[config.mk]
export PLATFORM = sky130hd
export DESIGN_NAME = hbm_job_arbiter
export DESIGN_NICKNAME = d
export VERILOG_FILES = /design/src/rtl/hbm_arb_pkg.sv /design/src/rtl/hbm_job_arbiter_rr.sv /design/src/rtl/hbm_job_arbiter.sv
export SDC_FILE = /design/constraint.sdc
export NUM_CORES = 1
export LEC_CHECK = 0
export ABC_AREA = 1
export BUFFER_PORTS_ARGS = -buffer_cell sky130_fd_sc_hd__buf_2
export CORE_AREA = 3 3 346 348
export CTS_CLUSTER_DIAMETER = 80
export CTS_CLUSTER_SIZE = 28
export DETAILED_ROUTE_END_ITERATION = 16
export DIE_AREA = 0 0 349 351
export PLACE_DENSITY = 0.37
export RECOVER_POWER = 25
export SYNTH_ARGS = -nofsm -noshare
export SYNTH_HDL_FRONTEND = slang
export SYNTH_SLANG_ARGS = --single-unit
[constraint.sdc]
create_clock -name clk -period 7.2 [get_ports clk]
set_input_delay 0.36 -clock clk [delete_from_list [all_inputs] [get_ports clk]]
set_output_delay 0.36 -clock clk [all_outputs]
set_load 0.005 [all_outputs]
[src/rtl/hbm_arb_pkg.sv]
// hbm_arb_pkg
// Shared definitions for the HBM job arbiter: the controller state type and
// the default requester count and beat-counter width used by the top level.
package hbm_arb_pkg;

  // Job controller states:
  //   IDLE    - waiting for any requester, round-robin grant
  //   CHECK   - validating the latched job bounds
  //   BUSY    - job running on the HBM read port, beats forwarded to owner
  //   RELEASE - job finished, waiting for the port to drop its done level
  typedef enum logic [1:0] {
    IDLE    = 2'd0,
    CHECK   = 2'd1,
    BUSY    = 2'd2,
    RELEASE = 2'd3
  } arb_state_e;

  localparam int DEF_NUM_REQ = 4;
  localparam int DEF_BEAT_W  = 24;

endpackage

[src/rtl/hbm_job_arbiter_rr.sv]
// rr_arbiter
// Combinational round-robin grant selection. The search starts at the
// requester after the most recent grant and wraps, so a requester that keeps
// asking is served after at most NUM_REQ-1 other grants.
//
// Ports:
//   req        in  NUM_REQ  request vector
//   last_grant in  IDX_W    index of the most recent grant
//   grant      out NUM_REQ  one-hot grant (all zero when no request)
//   grant_idx  out IDX_W    index of the granted requester
//   grant_any  out 1        at least one request present
module rr_arbiter #(
  parameter int NUM_REQ = 4,
  parameter int IDX_W   = $clog2(NUM_REQ)
) (
  input  logic [NUM_REQ-1:0] req,
  input  logic [IDX_W-1:0]   last_grant,
  output logic [NUM_REQ-1:0] grant,
  output logic [IDX_W-1:0]   grant_idx,
  output logic               grant_any
);

  int               cand;
  logic [IDX_W-1:0] cand_idx;
  logic             found;

  // Walk the requesters in priority order last_grant+1 .. last_grant+NUM_REQ
  // (mod NUM_REQ); the first active one wins.
  always_comb begin
    grant     = '0;
    grant_idx = '0;
    found     = 1'b0;
    cand      = 0;
    cand_idx  = '0;
    for (int i = 1; i <= NUM_REQ; i++) begin
      cand = int'(last_grant) + i;
      if (cand >= NUM_REQ) cand = cand - NUM_REQ;
      cand_idx = cand[IDX_W-1:0];
      if (!found && req[cand_idx]) begin
        found           = 1'b1;
        grant[cand_idx] = 1'b1;
        grant_idx       = cand_idx;
      end
    end
  end

  assign grant_any = |req;

endmodule

[src/rtl/hbm_job_arbiter.sv]
// hbm_job_arbiter
// Shares one HBM read port between NUM_REQ job requesters. A job is accepted
// round-robin, its address bounds are checked, then the port is started and
// every returned beat is forwarded (registered) to the job owner until the
// port reports done. All outputs are registered.
//
// Ports:
//   clk, rst                        clock, synchronous active-high reset
//   req_valid / req_ready           per-requester job request / accept pulse
//   req_start_addr / req_end_addr   per-requester job byte bounds
//   rd_valid / rd_data              one-hot beat strobe to owner, shared data
//   job_done / job_beats            one-hot completion pulse and beat count
//   job_err                         one-hot rejected-job pulse (empty range)
//   port_start                      start level to the HBM read port
//   port_start_addr / port_end_addr job bounds to the port
//   port_done / port_valid_out / port_data_out  port status and read data
module hbm_job_arbiter
  import hbm_arb_pkg::*;
#(
  parameter int NUM_REQ    = DEF_NUM_REQ,
  parameter int ADDR_WIDTH = 34,
  parameter int DATA_WIDTH = 256,
  parameter int BEAT_W     = DEF_BEAT_W
) (
  input  logic                                clk,
  input  logic                                rst,
  input  logic [NUM_REQ-1:0]                  req_valid,
  output logic [NUM_REQ-1:0]                  req_ready,
  input  logic [NUM_REQ-1:0][ADDR_WIDTH-1:0]  req_start_addr,
  input  logic [NUM_REQ-1:0][ADDR_WIDTH-1:0]  req_end_addr,
  output logic [NUM_REQ-1:0]                  rd_valid,
  output logic [DATA_WIDTH-1:0]               rd_data,
  output logic [NUM_REQ-1:0]                  job_done,
  output logic [NUM_REQ-1:0]                  job_err,
  output logic [BEAT_W-1:0]                   job_beats,
  output logic                                port_start,
  output logic [ADDR_WIDTH-1:0]               port_start_addr,
  output logic [ADDR_WIDTH-1:0]               port_end_addr,
  input  logic                                port_done,
  input  logic                                port_valid_out,
  input  logic [DATA_WIDTH-1:0]               port_data_out
);

  localparam int IDX_W = $clog2(NUM_REQ);

  arb_state_e state, state_d;

  logic [IDX_W-1:0]      last_grant, last_grant_d;
  logic [IDX_W-1:0]      owner, owner_d;
  logic [BEAT_W-1:0]     beats, beats_d, beats_inc;

  logic [NUM_REQ-1:0]    req_ready_d;
  logic [NUM_REQ-1:0]    rd_valid_d;
  logic [DATA_WIDTH-1:0] rd_data_d;
  logic [NUM_REQ-1:0]    job_done_d;
  logic [NUM_REQ-1:0]    job_err_d;
  logic [BEAT_W-1:0]     job_beats_d;
  logic                  port_start_d;
  logic [ADDR_WIDTH-1:0] port_start_addr_d;
  logic [ADDR_WIDTH-1:0] port_end_addr_d;

  logic [NUM_REQ-1:0]    rr_grant;
  logic [IDX_W-1:0]      rr_idx;
  logic                  rr_any;

  rr_arbiter #(
    .NUM_REQ (NUM_REQ),
    .IDX_W   (IDX_W)
  ) u_rr (
    .req        (req_valid),
    .last_grant (last_grant),
    .grant      (rr_grant),
    .grant_idx  (rr_idx),
    .grant_any  (rr_any)
  );

  // The beat counter sticks at all-ones instead of wrapping, so a huge job
  // reports "at least this many" rather than a small bogus count.
  assign beats_inc = (beats == {BEAT_W{1'b1}}) ? beats : beats + BEAT_W'(1);

  // Next-state and next-output logic. Pulse outputs default to zero each
  // cycle; bounds, owner and port_start hold unless a state changes them.
  always_comb begin
    state_d           = state;
    last_grant_d      = last_grant;
    owner_d           = owner;
    beats_d           = beats;
    req_ready_d       = '0;
    rd_valid_d        = '0;
    rd_data_d         = rd_data;
    job_done_d        = '0;
    job_err_d         = '0;
    job_beats_d       = '0;
    port_start_d      = port_start;
    port_start_addr_d = port_start_addr;
    port_end_addr_d   = port_end_addr;

    unique case (state)
      IDLE: begin
        if (rr_any) begin
          req_ready_d       = rr_grant;
          owner_d           = rr_idx;
          last_grant_d      = rr_idx;
          port_start_addr_d = req_start_addr[rr_idx];
          port_end_addr_d   = req_end_addr[rr_idx];
          beats_d           = '0;
          state_d           = CHECK;
        end
      end

      CHECK: begin
        // An empty or inverted range never reaches the port.
        if (port_end_addr <= port_start_addr) begin
          job_err_d[owner] = 1'b1;
          state_d          = IDLE;
        end else begin
          port_start_d = 1'b1;
          state_d      = BUSY;
        end
      end

      BUSY: begin
        if (port_valid_out) begin
          rd_valid_d[owner] = 1'b1;
          rd_data_d         = port_data_out;
          beats_d           = beats_inc;
        end
        // A beat arriving together with done is still forwarded and counted;
        // the port is expected to raise done only after its final beat.
        if (port_done) begin
          port_start_d     = 1'b0;
          job_done_d[owner] = 1'b1;
          job_beats_d      = beats_d;
          state_d          = RELEASE;
        end
      end

      RELEASE: begin
        // Hold off new grants until the port has left its done state.
        if (!port_done) state_d = IDLE;
      end

      default: state_d = IDLE;
    endcase
  end

  // State and output registers. Reset leaves requester 0 with top priority.
  always_ff @(posedge clk) begin
    if (rst) begin
      state           <= IDLE;
      last_grant      <= IDX_W'(NUM_REQ - 1);
      owner           <= '0;
      beats           <= '0;
      req_ready       <= '0;
      rd_valid        <= '0;
      rd_data         <= '0;
      job_done        <= '0;
      job_err         <= '0;
      job_beats       <= '0;
      port_start      <= 1'b0;
      port_start_addr <= '0;
      port_end_addr   <= '0;
    end else begin
      state           <= state_d;
      last_grant      <= last_grant_d;
      owner           <= owner_d;
      beats           <= beats_d;
      req_ready       <= req_ready_d;
      rd_valid        <= rd_valid_d;
      rd_data         <= rd_data_d;
      job_done        <= job_done_d;
      job_err         <= job_err_d;
      job_beats       <= job_beats_d;
      port_start      <= port_start_d;
      port_start_addr <= port_start_addr_d;
      port_end_addr   <= port_end_addr_d;
    end
  end

endmodule

==> results of run 1 <==
state kept, by name (all words and copies together), names as in the netlist, 2 cells and up, named ones only:
name	count
port_start_addr	34
req_ready	4
owner	2
last_grant	2
rd_data	256
job_beats	24
rd_valid	4
beats	24
job_err	4
job_done	4
port_end_addr	34
per-stage QoR:
step	util, %	hold WS, ns	total power [mW]	setup slack [ns]
2_1_floorplan	-	0.4453	6.175	4.935
3_3_place_gp	21.30	0.4559	7.999	2.914
3_5_place_dp	21.30	0.4599	8.003	2.908
4_1_cts	24.69	0.006293	10.60	2.883
5_1_grt	24.54	0.02123	11.25	2.457
6_report	24.55	0.04769	10.35	2.826
critical path, delay by kind of cell, from the launching register on:
| kind | cells | cell delay [ns] |
|---|---|---|
| and+or+nand+nor | 8 | 1.87 |
| DFF | 1 | 0.52 |
| AOI/OAI and AO/OA | 1 | 0.30 |
| buffers and inverters | 4 | 1.04 |
| adders and majority gates | 1 | 0.41 |
cells by family (layout without fill, tap and decap cells):
| family | Yosys count | after routing | synth area share [%] |
|---|---|---|---|
| and+or+nand+nor | 1449 | 1449 | 31.77 |
| buffers and inverters | 609 | 1670 | 12.79 |
| DFF | 395 | 395 | 41.58 |
| AOI/OAI and AO/OA | 376 | 376 | 10.15 |
| adders and majority gates | 43 | 43 | 2.829 |
| xor gates and xnor gates | 19 | 19 | 0.8751 |
| other | 0 | 22 | 0 |
metal layers:
layer | track usage, % | wire (um) | vias to the layer above
li1 | - | - | 11120
met1 | 18.89 | 42330 | 10250
met2 | 28.60 | 51530 | 671
met3 | 4.450 | 7275 | 161
met4 | 6.526 | 3948 | 22
met5 | 0 | 121 | -
worst max-delay path by stage:
stage / slack (ns) / depth (start not counted) / start / end
after CTS: 2.88 / 14 / last_grant[1] / port_end_addr[8]
after floorplan: 4.94 / 14 / last_grant[0] / port_start_addr[25]
after global routing: 2.46 / 14 / last_grant[1] / port_end_addr[8]
after detailed placement: 2.91 / 14 / last_grant[0] / port_end_addr[23]
after global placement: 2.91 / 14 / last_grant[0] / port_end_addr[15]
final: 2.83 / 14 / last_grant[1] / port_end_addr[8]
area by class of cell:
cell class / instances / area [um2] / area share (%)
tap: 1524 / 1907 / 6.665
antenna: 22 / 55.05 / 0.1924
timing repair buffer: 1169 / 6979 / 24.39
multi-input combinational: 1887 / 8703 / 30.42
inverter: 427 / 1615 / 5.646
clock buffer: 43 / 1044 / 3.647
clock inverter: 31 / 399.1 / 1.395
sequential: 395 / 7908 / 27.64
cells in the mapped netlist, types with 2 or more instances:
cell        n  area, um2
xor2_1     13      113.9
buf_1       8      30.03
dfxtp_1   395       7908
o21ai_0   280       1401
o221ai_1    4      35.03
inv_2       3      11.26
nand3_1   391       1957
nor3_1     11      55.05
buf_4       4      30.03
nor2_1    660       2477
clkbuf_1  125      469.2
or2_0       4      25.02
xnor2_1     6      52.55
a22oi_1     4      30.03
nand4_1     6      37.54
nand2_2     3      18.77
inv_1     423       1588
buf_6      12      135.1
nand2_1   357       1340
nor2_4      2      22.52
buf_2      33      165.2
o211ai_1    6      45.04
a21oi_1    78      390.4
or2_2       8      50.05
ha_1       43      538.0
power by group:
part / switching [mW] / total [mW] / internal [mW] / leakage, nW
Clock: 1.15 / 2.38 / 1.23 / 0.693
Sequential: 0.301 / 2.92 / 2.61 / 3.21
Combinational: 3.41 / 5.05 / 1.64 / 10.9
==> flow_metrics.env, run 1 <==
export IMPL_drive_gt1_share_pct=21.41
export IMPL_grt_util_all_layers_pct=16.36
export IMPL_holdPathStages=3
export IMPL_die_area_mm2=0.1225
export IMPL_critPathMaxStageDelay_ns=0.86
export IMPL_areaGrowthSynthToFinish_pct=50.45
export IMPL_peakVddDrop_uv=254.8
export IMPL_cts_hold_fix_buffers=251
export IMPL_setup_violations=0
export IMPL_cts_tree="done"
export IMPL_synthesis_nets=3470
export IMPL_start_util_pct=16.32
export IMPL_dp_final_hpwl_um=80310
export IMPL_hp_class="in -> reg"
export IMPL_async_reset_ff_share_pct=0
export IMPL_leakage_nw=14.77
export IMPL_r2r_start="last_grant[1]"
export IMPL_wl_um=105200
export IMPL_clkLatencyLatePin_ns=0.61
export IMPL_ys_ff_latch=395
export IMPL_reg2reg_depth=14
export IMPL_vias_per_cell=4.041
export IMPL_timing_rr_end="port_end_addr[8]"
export IMPL_clockRootBuffer="clkbuf_16"
export IMPL_synth_edf_count=0
export IMPL_hold_viol=0
export IMPL_clockBufferDepth=3
export IMPL_worst_r2r_setup_slack_ns=2.83
export IMPL_crit_fanout=83
export IMPL_crit_top_cell="inv_1"
export IMPL_grt_overflow_total=0
export IMPL_worst_setup_path_type="reg -> reg"
export IMPL_crit_chain="inv_1 > ha_1 > inv_1 > nand2_2 > nand2_4 > o21ai_0 > nand3_4 > nand2_4 > buf_4 > nand2_1 > nand3_1 > nand3_1 > nand2_1 > inv_1"
export IMPL_fin_crit_ns=4.374
export IMPL_finalCritPeriodShare_pct=60.75
export IMPL_drc=0
export IMPL_placed_area_mm2=0.02482
export IMPL_fin_area_mm2=0.02861
export IMPL_first_pass_iters=6
export IMPL_fin_setup_tns_ns=0
export IMPL_cpMaxStageDelayCell="nand2_4"
export IMPL_ios=901
export IMPL_fp_row_count=125
export IMPL_slew_headroom_pct=24.66
export IMPL_fill_cells=13300
export IMPL_synth_area_per_cell_um2=6.578
export IMPL_final_cell_mix="buf_2 (729), nor2_1 (659), inv_1 (422), dfxtp_1 (395), nand3_1 (390)"
export IMPL_fin_nets=4500
export IMPL_clk_pin_slew_ns=0.09
export IMPL_hold_end="rd_data[27]"
export IMPL_cp_required_ns=7.69
export IMPL_coreArea_mm2=0.1165
export IMPL_fmax_mhz=228.6
export IMPL_power_density_mw_per_mm2=361.9
export IMPL_cp_arrival_ns=4.86
export IMPL_cts_made_buffers=41
export IMPL_gp_congestion=0.8491
export IMPL_cts_max_level=2
export IMPL_tightest_slew_ns=1.130
export IMPL_antenna_found_initial=34
export IMPL_syn_area_mm2=0.01902
export IMPL_status="finished clean"
export IMPL_grt_first_pass_wirelength_um=150700
export IMPL_ys_warn_count=0
export IMPL_stdcell_count=5498
export IMPL_final_max_slew_viol_count=0
export IMPL_antenna_left=0
export IMPL_grt_start_max_net_pins=190
export IMPL_syn_inst=2891
export IMPL_critPathLaunchType="register"
export IMPL_post_cts_buffers=0
export IMPL_grt_setup_unrepaired="no"
export IMPL_routedWlPerCell_um=19.14
export IMPL_ys_types=37
export IMPL_cp_end_kind="register"
export IMPL_drt_initial_drc_count=1347
export IMPL_seq_area_frac_synth_pct=41.58
export IMPL_grt_pass1_vias=22280
export IMPL_synth_top_flop_cell="dfxtp_1"
export IMPL_hold_start="port_data_out[27]"
export IMPL_mostFrequentLayoutCell="buf_2"
export IMPL_die_h_um=351
export IMPL_cts_resized=0
export IMPL_die_w_um=349
export IMPL_placed_cells=5151
export IMPL_fin_skew_ns=0.02855
export IMPL_dr_total_vias=22220
export IMPL_cts_sinks=395
export IMPL_maxCapViolCount=0
export IMPL_portBuffers=900
(Power assumes the default switching activity.)
==> inputs of run 2 (changes only) <==
- ABC_AREA: 1 -> 0
- CORE_AREA: 3 3 346 348 -> 3 3 351 353
- DIE_AREA: 0 0 349 351 -> 0 0 354 356
- PLACE_DENSITY: 0.37 -> 0.36
- clock period: 7.2 -> 4 ns (I/O delays scaled with it)
==> flow_metrics.env, run 2 <==
export IMPL_fp_row_count=127
export IMPL_clkPwrFrac_pct=23.9
export IMPL_crit_fanout=10
export IMPL_drive_gt1_share_pct=26.66
export IMPL_grt_pass1_vias=19880
export IMPL_fmax_mhz=262.1
export IMPL_clockRootBuffer="clkbuf_16"
export IMPL_hp_class="in -> reg"
export IMPL_setup_violations=0
export IMPL_grt_start_max_net_pins=95
export IMPL_seq_area_frac_synth_pct=46.66
export IMPL_clkLatencyLatePin_ns=0.61
export IMPL_start_util_pct=14.11
export IMPL_p_seq_share_pct=29.3
export IMPL_worst_setup_path_type="reg -> reg"
export IMPL_cp_end_kind="register"
export IMPL_critPathLaunchType="register"
export IMPL_grt_util_all_layers_pct=13.61
export IMPL_top_register="rd_data"
export IMPL_yosys_top_cells_area="dfxtp_1 (47%), nand2_1 (12%), a21oi_1 (8.4%)"
export IMPL_first_pass_iters=5
export IMPL_final_max_slew_viol_count=0
export IMPL_antenna_found_initial=23
export IMPL_tightest_slew_ns=1.045
export IMPL_peakVddDrop_uv=491.0
export IMPL_p_sw_share_pct=39.64
export IMPL_die_w_um=354
export IMPL_drt_initial_drc_count=1016
export IMPL_fill_cells=13460
export IMPL_yosys_area_top_type="dfxtp_1"
export IMPL_cts_sinks=395
export IMPL_multiInputGateArea_mm2=0.008192
export IMPL_largest_reg_flops=256
export IMPL_antenna_left=0
export IMPL_synth_compound_area_share_pct=18.61
export IMPL_die_area_mm2=0.1260
export IMPL_status="finished clean"
export IMPL_ys_warn_count=0
export IMPL_hold_viol=0
export IMPL_ios=901
export IMPL_p_switching_mw=6.838
export IMPL_ys_ff_latch=395
export IMPL_portBuffers=900
export IMPL_synth_adder_area_share_pct=3.174
export IMPL_synth_top_flop_cell="dfxtp_1"
export IMPL_cp_required_ns=4.53
export IMPL_power_density_mw_per_mm2=580.8
export IMPL_yosys_area_share_simple_pct=16.48
export IMPL_fin_setup_tns_ns=0
export IMPL_drc=0
export IMPL_cts_tree="done"
export IMPL_vias_per_cell=3.940
export IMPL_finalCritPeriodShare_pct=95.40
export IMPL_regArea_mm2=0.007908
export IMPL_fin_skew_ns=0.03506
export IMPL_grt_first_pass_wirelength_um=131000
export IMPL_synth_xor_area_share_pct=1.189
export IMPL_synth_top_family_by_area="compound AO/OA/AOI/OAI gates"
export IMPL_die_h_um=356
export IMPL_syn_area_mm2=0.01695
export IMPL_fin_crit_ns=3.816
export IMPL_areaGrowthSynthToFinish_pct=75.24
export IMPL_final_cell_mix="buf_2 (746), nand2_1 (550), dlygate4sd3_1 (522), dfxtp_1 (395), a21oi_1 (282)"
export IMPL_synth_top_area_share_pct=46.66
export IMPL_routedWlPerCell_um=18.29
export IMPL_mostFrequentLayoutCell="buf_2"
export IMPL_maxCapViolCount=0
export IMPL_synth_edf_count=0
export IMPL_p_int_mw=10.41
export IMPL_synth_common_cells="nand2_1 (551), dfxtp_1 (395), a21oi_1 (283), mux2i_1 (136), clkbuf_1 (115)"
export IMPL_cts_max_level=2
export IMPL_dp_final_hpwl_um=68230
export IMPL_leakage_nw=12.21
export IMPL_muxShareOfSynthArea_pct=8.497
export IMPL_pwr_share_comb_pct=46.8
export IMPL_cts_made_buffers=37
export IMPL_async_reset_ff_share_pct=0
export IMPL_synth_area_per_cell_um2=8.491
export IMPL_grt_setup_unrepaired="no"
export IMPL_wl_um=91640
export IMPL_gp_congestion=0.8475
export IMPL_top_regs="rd_data: 256 flops, port_end_addr: 34 flops, port_start_addr: 34 flops"
export IMPL_clockBufferDepth=3
export IMPL_ys_types=54
export IMPL_cp_arrival_ns=4.35
export IMPL_coreArea_mm2=0.1201
export IMPL_grt_overflow_total=0
export IMPL_synthesis_nets=2575
export IMPL_dr_total_vias=19750
export IMPL_fin_nets=3939
export IMPL_slew_headroom_pct=30.33
export IMPL_syn_inst=1996
export IMPL_crit_chain="inv_1 > ha_1 > mux4_2 > or2_4 > nand2_1 > o21ai_4 > buf_12 > mux2i_1 > dlygate4sd3_1 > a221oi_1 > dlygate4sd3_1"
export IMPL_synth_most_common_cell="nand2_1"
export IMPL_cpMaxStageDelayCell="dlygate4sd3_1"
export IMPL_critPathMaxStageDelay_ns=0.58
export IMPL_crit_top_cell="dlygate4sd3_1"
export IMPL_final_util_pct=24.72
export IMPL_clk_pin_slew_ns=0.08
==> run 2: cell count changes after synthesis, sizes merged, moves of 10 or more <==
cell and change:
nor2 -598, inv -384, nand3 -379, a21oi +205, nand2 +190, o21ai -178
mux2i +136, a221oi +75, buf -24, clkbuf -10, or2 -10
==> run 2: logic make-up (layout without fill, tap and decap cells) <==
kind of cell | after synthesis | count (layout)
fa+ha+maj | 43 | 43
other cells | 0 | 12
flops | 395 | 395
xor+xnor | 23 | 23
compound gates | 511 | 511
simple gates | 694 | 696
buf+inv | 190 | 1579
mux | 140 | 140
==> run 2: metrics by stage <==
stage | cell area [um2] | total power, mW | hold WS [ns] | std cells | setup slack [ns]
after global routing | 29690 | 18.31 | 0.05765 | 5006 | 0.01874
after CTS | 29780 | 17.27 | 0.03104 | 4992 | 0.04488
after detailed placement | 23200 | 11.71 | 0.4430 | 4404 | 0.6401
after floorplan | 16950 | 9.406 | 0.3360 | 1996 | 1.065
after global placement | 23200 | 11.68 | 0.4392 | 4404 | 0.6838
final | 29700 | 17.25 | 0.06372 | 5011 | 0.1841
==> run 2: metal layers <==
metal | vias to the layer above | part of all wire, % | track usage (%)
met4 | 10 | 2.3 | 4.018
met3 | 106 | 5.8 | 3.025
met1 | 9443 | 44 | 17.80
met2 | 573 | 47 | 22.33
li1 | 9613 | - | -
met5 | - | 0.074 | 0
==> run 2: power groups by stage <==
stage	sequential [mW]	combinational [mW]	clock (mW)
floorplan	4.99	4.42	0
global placement	5.13	6.55	0
CTS	5.04	7.89	4.34
global route	5.12	8.73	4.46
detailed placement	5.13	6.58	0
finish	5.05	8.08	4.13
==> run 2: path summary, 6_finish.rpt <==
check / to / start / cells after the start / slack (ns)
max: port_end_addr[32] / last_grant[1] / 11 / 0.18
min: port_start_addr[32] / req_start_addr[66] / 3 / 0.06
max reg2reg: port_end_addr[32] / last_grant[1] / 11 / 0.18
min reg2reg: rd_data[59] / rd_data[59] / 2 / 0.45
==> run 2: layout make-up <==
class | count | share of cell area, %
Antenna cell | 12 | 0.1011
Clock buffer | 43 | 3.328
Clock inverter | 23 | 1.260
Inverter | 42 | 0.5308
Multi-Input combinational cell | 1413 | 27.58
Sequential cell | 395 | 26.62
Tap cell | 1612 | 6.791
Timing Repair Buffer | 1471 | 33.79
==> run 2: repair_timing <==
action,CTS,global route
resized for setup,0,2
hold buffers,522,0
buffers inserted,0,5
endpoints found under the setup margin,0,40
endpoints found under the hold margin,326,0
==> run 2: worst max-delay path: cells and delay by family (launching register included) <==
kind,cells,cell delay (ns)
buf+inv,4,1.47
mux,2,0.57
flops,1,0.47
fa+ha+maj,1,0.45
simple gates,2,0.43
compound gates,2,0.36
==> inputs of run 3 (changes only) <==
==> constraint.sdc (replaced) <==
create_clock -name clk -period 4 [get_ports clk]
set_input_delay 0.8 -clock clk [delete_from_list [all_inputs] [get_ports clk]]
set_output_delay 0.8 -clock clk [all_outputs]
set_load 0.005 [all_outputs]
==> flow_metrics.env, run 3 (synthesis results as in run 2) <==
export IMPL_status="finished clean"
export IMPL_clockBufferDepth=3
export IMPL_fp_row_count=127
export IMPL_antenna_left=0
export IMPL_grt_start_max_net_pins=160
export IMPL_holdPathStages=3
export IMPL_start_util_pct=14.11
export IMPL_multiInputGateArea_mm2=0.008164
export IMPL_cp_arrival_ns=3.55
export IMPL_peakVddDrop_uv=606.7
export IMPL_crit_chain="clkbuf_1 > nor2b_1 > clkbuf_1 > nand2_1 > buf_4 > nand2_1 > a21oi_1"
export IMPL_portBuffers=900
export IMPL_regArea_mm2=0.007908
export IMPL_power_density_mw_per_mm2=642.8
export IMPL_die_w_um=354
export IMPL_timing_rr_end="rd_data[215]"
export IMPL_hold_start="port_data_out[70]"
export IMPL_vias_per_cell=3.915
export IMPL_dp_final_hpwl_um=67540
export IMPL_cts_made_buffers=39
export IMPL_hold_ws_ns=0.4311
export IMPL_wl_um=86440
export IMPL_grt_pass1_vias=17230
export IMPL_first_pass_iters=5
export IMPL_fin_setup_tns_ns=0
export IMPL_fin_nets=3408
export IMPL_cpMaxStageDelayCell="nand2_1"
export IMPL_crit_fanout=62
export IMPL_antenna_found_initial=13
export IMPL_finalCritPeriodShare_pct=77.80
export IMPL_hp_class="in -> reg"
export IMPL_clk_pin_slew_ns=0.08
export IMPL_top_regs="rd_data: 256 flops, port_end_addr: 34 flops, port_start_addr: 34 flops"
export IMPL_critPathLaunchType="register"
export IMPL_mostFrequentLayoutCell="buf_2"
export IMPL_areaGrowthSynthToFinish_pct=43.75
export IMPL_grt_setup_unrepaired="no"
export IMPL_hold_end="rd_data[70]"
export IMPL_cp_end_kind="register"
export IMPL_die_h_um=356
export IMPL_cts_max_level=2
export IMPL_tightest_slew_ns=1.066
export IMPL_stdcell_count=4475
export IMPL_ios=901
export IMPL_drt_initial_drc_count=1056
export IMPL_fmax_mhz=321.4
export IMPL_cp_required_ns=4.44
export IMPL_gp_congestion=0.8293
export IMPL_coreArea_mm2=0.1201
export IMPL_hold_viol=0
export IMPL_fin_crit_ns=3.112
export IMPL_critPathMaxStageDelay_ns=0.71
export IMPL_fin_area_mm2=0.02436
export IMPL_largest_reg_flops=256
export IMPL_worstPathBufferInverterCount=3
export IMPL_worst_setup_path_type="reg -> reg"
export IMPL_cts_resized=0
export IMPL_cts_hold_fix_buffers=0
export IMPL_placed_cells=4400
export IMPL_drive_gt1_share_pct=31.30
export IMPL_grt_util_all_layers_pct=12.93
export IMPL_placed_area_mm2=0.02320
export IMPL_die_area_mm2=0.1260
export IMPL_fill_cells=13760
export IMPL_grt_first_pass_wirelength_um=122200
export IMPL_reg2reg_depth=7
export IMPL_clkLatencyLatePin_ns=0.60
export IMPL_final_cell_mix="buf_2 (750), nand2_1 (551), dfxtp_1 (395), a21oi_1 (282), clkbuf_1 (154)"
export IMPL_setup_violations=0
export IMPL_cts_sinks=395
export IMPL_fin_skew_ns=0.02793
export IMPL_dr_total_vias=17520
export IMPL_slew_headroom_pct=28.78
export IMPL_post_cts_buffers=0
export IMPL_final_max_slew_viol_count=0
export IMPL_top_register="rd_data"
export IMPL_cts_tree="done"
export IMPL_clockRootBuffer="clkbuf_16"
export IMPL_leakage_nw=9.971
export IMPL_worst_r2r_setup_slack_ns=0.89
export IMPL_maxCapViolCount=0
export IMPL_drc=0
export IMPL_routedWlPerCell_um=19.32
export IMPL_cp_top_family="buffers and inverters"
export IMPL_grt_overflow_total=0
==> run 3: cell count changes in the layout (fill, tap and decap cells not counted), sizes merged <==
| cell | delta |
|---|---|
| bufinv | -2 |
| clkbuf | +1 |
| dlygate4sd3 | -522 |
| and3 | -2 |
| diode | -8 |
| clkinv | +4 |
| buf | -7 |
==> run 3: stage by stage <==
step                utilization, %  power (mW)  setup slack, ns
floorplan                        -       9.406            1.065
global placement             19.32       11.82           0.6976
detailed placement           19.32       11.80           0.6691
CTS                          20.44       15.99           0.8716
global route                 20.28       16.67           0.4226
finish                       20.28       15.66           0.8882
==> run 3: worst register-to-register path, delay by kind of cell (launching register included) <==
family / cells / cell delay, ns
flip-flops: 1 / 0.31
AND/OR/NAND/NOR: 3 / 1.17
AO/OA/AOI/OAI: 1 / 0.07
buffers and inverters: 3 / 1.41
==> run 3: power breakdown <==
group | internal, mW | switching (mW) | total (mW)
combinational | 2.63 | 3.95 | 6.57
sequential | 4.52 | 0.519 | 5.04
clock | 2.07 | 1.98 | 4.05
==> run 3: worst max-delay path by stage <==
stage	slack (ns)	from	cells past startpoint	to
after CTS	0.87	port_start_addr[32]	8	job_err[3]
after floorplan	1.06	last_grant[0]	12	port_start_addr[10]
final	0.89	register	7	rd_data[215]
after global placement	0.70	req_valid[1]	7	port_end_addr[31]
after global routing	0.42	register	7	rd_data[5]
after detailed placement	0.67	req_valid[1]	7	port_end_addr[0]
==> run 3: layout make-up <==
| class | instances | area share (%) |
|---|---|---|
| antenna | 4 | 0.04108 |
| clock buffer | 46 | 4.324 |
| clock inverter | 25 | 1.238 |
| inverter | 42 | 0.6470 |
| multi-input combinational | 1411 | 33.51 |
| sequential | 395 | 32.46 |
| tap | 1612 | 8.278 |
| timing repair buffer | 940 | 19.51 |
==> run 3: per-layer routing <==
metal	share of wire [%]	track usage, %	wire length (um)	vias up
met5	0	0	0	-
met4	1.7	2.995	1431	0
met3	5.9	2.800	5106	74
met2	48	21.52	41420	533
met1	45	17.03	38490	8368
li1	-	-	-	8544
